## src/rtl/stream_drain_fifo.sv

```systemverilog
`default_nettype none
// ============================================================================
// Module   : stream_drain_fifo
// Brief    : FWFT drain FIFO for a no-backpressure sample stream, with drop
//            detection. Optional almostFull via STREAM_DRAIN_FIFO_AFULL_EN.
// Revision : 1.0 - initial release
// ============================================================================
module stream_drain_fifo #(
    parameter int WIDTH = 32,
    parameter int DEPTH = 16,
    parameter int ADDR  = 4
`ifdef STREAM_DRAIN_FIFO_AFULL_EN
    ,
    parameter int AFULL_LEVEL = DEPTH - 4
`endif
) (
    input  logic             clock,
    input  logic             reset,
    input  logic             validIn,
    input  logic [WIDTH-1:0] dataIn,
    input  logic             readyIn,
    output logic             validOut,
    output logic [WIDTH-1:0] dataOut,
    output logic [ADDR:0]    count,
    output logic             full,
    output logic             overflow,
    input  logic             clearOverflow,
    output logic [15:0]      dropCount
`ifdef STREAM_DRAIN_FIFO_AFULL_EN
    ,
    output logic             almostFull
`endif
);

    localparam logic [ADDR:0] C_DEPTH    = (ADDR+1)'(DEPTH);
    localparam logic [15:0]   C_DROP_MAX = 16'hFFFF;

    logic [WIDTH-1:0] mem [DEPTH];
    logic [ADDR-1:0]  wr_ptr_q, rd_ptr_q;
    logic [ADDR:0]    count_q, count_d;
    logic             overflow_q, overflow_d;
    logic [15:0]      drop_count_q, drop_count_d;

    logic w_pop, w_push, w_drop, w_full, w_empty;

    assign w_full  = (count_q == C_DEPTH);
    assign w_empty = (count_q == '0);
    assign w_pop   = !w_empty && readyIn;
    // A full FIFO still accepts when the head leaves in the same cycle.
    assign w_push  = validIn && (!w_full || w_pop);
    assign w_drop  = validIn && !w_push;

    always_comb begin
        count_d = count_q;
        case ({w_push, w_pop})
            2'b10:   count_d = count_q + 1'b1;
            2'b01:   count_d = count_q - 1'b1;
            default: count_d = count_q;
        endcase
    end

    // A drop coincident with a clear wins: the clear is applied first.
    always_comb begin
        overflow_d   = overflow_q;
        drop_count_d = drop_count_q;
        if (w_drop) begin
            overflow_d = 1'b1;
            if (clearOverflow) begin
                drop_count_d = 16'd1;
            end else if (drop_count_q != C_DROP_MAX) begin
                drop_count_d = drop_count_q + 16'd1;
            end
        end else if (clearOverflow) begin
            overflow_d   = 1'b0;
            drop_count_d = '0;
        end
    end

    always_ff @(posedge clock or negedge reset) begin
        if (!reset) begin
            wr_ptr_q     <= '0;
            rd_ptr_q     <= '0;
            count_q      <= '0;
            overflow_q   <= 1'b0;
            drop_count_q <= '0;
        end else begin
            if (w_push) wr_ptr_q <= wr_ptr_q + 1'b1;
            if (w_pop)  rd_ptr_q <= rd_ptr_q + 1'b1;
            count_q      <= count_d;
            overflow_q   <= overflow_d;
            drop_count_q <= drop_count_d;
        end
    end

    always_ff @(posedge clock) begin
        if (w_push) mem[wr_ptr_q] <= dataIn;
    end

`ifdef STREAM_DRAIN_FIFO_AFULL_EN
    localparam logic [ADDR:0] C_AFULL = (ADDR+1)'(AFULL_LEVEL);
    logic almost_full_q;

    always_ff @(posedge clock or negedge reset) begin
        if (!reset) almost_full_q <= 1'b0;
        else        almost_full_q <= (count_d >= C_AFULL);
    end

    assign almostFull = almost_full_q;
`endif

    assign validOut  = !w_empty;
    assign dataOut   = mem[rd_ptr_q];
    assign count     = count_q;
    assign full      = w_full;
    assign overflow  = overflow_q;
    assign dropCount = drop_count_q;

endmodule
`default_nettype wire

```

## config.mk

```make
export PLATFORM = sky130hd
export DESIGN_NAME = stream_drain_fifo
export DESIGN_NICKNAME = d
export VERILOG_FILES = /design/src/rtl/stream_drain_fifo.sv
export SDC_FILE = /design/constraint.sdc
export NUM_CORES = 1
export LEC_CHECK = 0
export CAP_MARGIN = 10
export CORE_ASPECT_RATIO = 1.2
export CORE_MARGIN = 2
export CORE_UTILIZATION = 31
export DETAILED_ROUTE_END_ITERATION = 10
export RECOVER_POWER = 50
export SYNTH_ARGS = -nofsm -noshare
export SYNTH_HDL_FRONTEND = slang
export SYNTH_SLANG_ARGS = --single-unit
```

## constraint.sdc

```tcl
create_clock -name clock -period 5.8 [get_ports clock]
set_clock_uncertainty 0.1 [all_clocks]
set_input_delay 0.58 -clock clock [delete_from_list [all_inputs] [get_ports clock]]
set_output_delay 0.58 -clock clock [all_outputs]
set_load 0.02 [all_outputs]
```

==> impl_metrics.csv <==
group,metric,value,unit
floorplanning,pin_count,93,
sta,fin_crit_sh,76.06,%
floorplanning,start_util,31.40,%
setup_path,end_kind,"primary output",
grt,grt_max_degree,96,
run_status,violations,"max-capacitance violations, max-slew violations",
cells_and_area,fin_nets,1075,
clocking,hold_buffers,0,
setup_path,crit_path_cell_trace,"buf_4 -> mux4_1 -> mux4_2 -> clkdlybuf4s50_1",
sta,tns,0,ps
grt,grt_pass1_vias,10200,
routing,route.detailed.wl_per_inst,23.42,um
logic_synthesis,synthFlopType,"edfxtp_1",
clocking,cts.reportedPaths.clkPinSlew,60,ps
placed_design,dpl.cell_count,1874,
power_and_ir_drop,p_leak,7.776,nW
cells_and_area,fin_cells,1971,
setup_path,critPathLaunchType,"register",
logic_synthesis,synth-edff-count,512,
cells_and_area,fillerInstances,6150,
placed_design,gp_congestion,0.7182,
routing,drtIter0Drc,822,
routing,drtAntennaViolNets,0,
logic_synthesis,synthCells,901,
setup_path,timing.critical_path.buf_inv,2,
grt,grt_first_pass_wirelength,68370,um
floorplanning,die-area,70110,sq um
cells_and_area,diodes,0,
clocking,cts_setup_buffers,0,
setup_path,crit_family,"multiplexers",
cells_and_area,drive_gt1_share,25.61,%
floorplanning,core,67140,sq um
clocking,cts.sinks,542,
flow_run,cap_violations,1,
placed_design,post-place-ws,1930,ps
sta,setup_ws,1388,ps
logic_synthesis,synth-async-reset-ratio,5.535,%
logic_synthesis,ys_seq_area_share,76.50,%
sta,relSlewSlack,-19.05,%
grt,gr-total-overflow,0,
placed_design,dpl.hpwl,24010,um
cells_and_area,final_common_cell,"edfxtp_1",
setup_path,r2r_setup_slack,2000,ps
sta,finalHoldViolations,0,
logic_synthesis,synthDistinctLibCells,46,
logic_synthesis,synth_area_per_cell,23.40,sq um
routing,drc,0,
setup_path,max_stage_delay,1020,ps
routing,viasPerCell,4.860,
clocking,cts_resized,0,
sta,rsz0062_at_grt,"no",
setup_path,cp.required,5120,ps
floorplanning,rows,104,
clocking,htreeDepth,2,
floorplanning,die_x,242.1,um
sta,worstMarginPinSlew,1786,ps
clocking,cts_tree,"yes",
sta,layout_min_cycle_time,4412,ps
logic_synthesis,ys_ff_latch,542,
routing,vias,9579,
sta,setup_viol,0,
setup_path,crit_type,"reg -> out",
setup_path,path_max_fanout,41,
routing,wl,46160,um
sta,fmax,226.7,MHz
placed_design,io_buffers,92,
sta,slew_viol_final,31,
setup_path,cp_slowest_cell,"dfrtp_4",
power_and_ir_drop,max-vdd-ir-drop,0.0002742,V
cells_and_area,final_cell_mix,"edfxtp_1 (512), mux4_2 (150), clkdlybuf4s50_1 (55), clkbuf_16 (54), dlygate4sd3_1 (37)",
cells_and_area,syn_to_final_growth,17.76,%
logic_synthesis,synth_nets,948,
grt,gr-usage-all-layers,13.24,%
run_status,outcome,"finished with violations",
logic_synthesis,ys_warn_count,0,
grt,antenna_found_initial,10,
clocking,cts_root_buf,"clkbuf_16",
clocking,ctsLongestPathBuffers,3,
clocking,numCtsBuffers,53,
routing,dr.pass1.iters,4,
hold_path,hp-class,"reg -> reg",
power_and_ir_drop,powerDensity,478.6,nW/um^2
floorplanning,die_y,289.7,um
logic_synthesis,syn-cell-area,21080,sq um
clocking,insertion_delay,590,ps
setup_path,arrival,3730,ps
per-layer routing:
| layer | up-vias | GRT usage (%) | routed length, um |
|---|---|---|---|
| met3 | 71 | 2.641 | 2460 |
| met1 | 5175 | 17.61 | 19610 |
| li1 | 4087 | - | - |
| met4 | 8 | 3.488 | 919 |
| met2 | 238 | 22.36 | 23120 |
| met5 | - | 0 | 49 |
cells by family after synthesis:
kind of cell             share of synthesized area (%)
flip-flops                                       76.50
multiplexers                                     17.47
AND/OR/NAND/NOR                                  2.065
buffers and inverters                            1.484
AO/OA/AOI/OAI                                   0.9793
XOR/XNOR                                        0.8725
adder cells (fa/ha/maj)                         0.6292
synthesized netlist by cell type (2+ instances only):
cell type / instances / area share, %
buf_2: 5 / 0.12
o21ai_0: 13 / 0.31
o21a_1: 2 / 0.071
ha_1: 9 / 0.53
nor2b_1: 3 / 0.089
o21ai_1: 2 / 0.047
a21o_1: 2 / 0.071
a21oi_1: 3 / 0.071
nor3b_1: 2 / 0.071
mux4_2: 150 / 16
nand2_1: 15 / 0.27
inv_1: 12 / 0.21
edfxtp_1: 512 / 73
nand3_1: 9 / 0.21
mux4_1: 10 / 1.2
dfrtp_1: 30 / 3.6
xnor2_1: 14 / 0.58
nor2_1: 12 / 0.21
clkbuf_1: 20 / 0.36
nand4_1: 7 / 0.21
and4_1: 2 / 0.083
and3_1: 4 / 0.12
nor4_1: 4 / 0.12
xor2_1: 7 / 0.29
a211oi_1: 4 / 0.14
buf_6: 11 / 0.59
o211ai_1: 2 / 0.071
buf_1: 5 / 0.089
nand2b_1: 2 / 0.059
and2_1: 10 / 0.30
mux2_2: 2 / 0.11
mux2i_1: 2 / 0.095
sequential cells by signal (all words and copies together) (netlist names):
| register | count |
|---|---|
| wr_ptr_q | 4 |
| mem | 512 |
| overflow | 1 |
| dropCount | 16 |
| count | 5 |
| rd_ptr_q | 4 |
cell type report:
class	count	area, sq um	share of cell area [%]
repair buffers	115	1127	4.541
clock buffers	63	1385	5.580
well taps	901	1127	4.541
inverters	12	45.04	0.1815
flip-flops and latches	542	16140	65.00
multi-input cells	304	4678	18.85
clock inverters	34	325.3	1.310
where the power goes:
| part | total, mW | switching (mW) | internal, mW |
|---|---|---|---|
| sequential | 5.04 | 0.347 | 4.70 |
| combinational | 3.45 | 1.67 | 1.78 |
| clock | 3.39 | 1.45 | 1.93 |
metrics by stage:
stage	cell area (sq um)	power [mW]	hold WS, ps	utilization [%]
final	24820	11.88	392.0	36.97
after global routing	24820	12.40	407.6	36.97
after global placement	23150	8.666	367.0	34.47
after CTS	24860	12.10	278.0	37.02
after detailed placement	23150	8.694	379.7	34.47
after floorplan	21080	7.392	184.4	-
path summary, 6_finish.rpt:
path,end,startpoint,depth (start not counted)
worst max register to register,mem[8][31]$_DFFE_PP_,count[0]$_DFFE_PN0P_,6
worst min-delay path,overflow$_DFFE_PN0P_,overflow$_DFFE_PN0P_,1
max in group asynchronous,rd_ptr_q[0]$_DFFE_PN0P_,reset,2
worst max-delay path,dataOut[15],rd_ptr_q[0]$_DFFE_PN0P_,4
min in group asynchronous,dropCount[12]$_DFFE_PN0P_,reset,2
worst min register to register,overflow$_DFFE_PN0P_,overflow$_DFFE_PN0P_,1
Power figures use the tool's default switching activity.
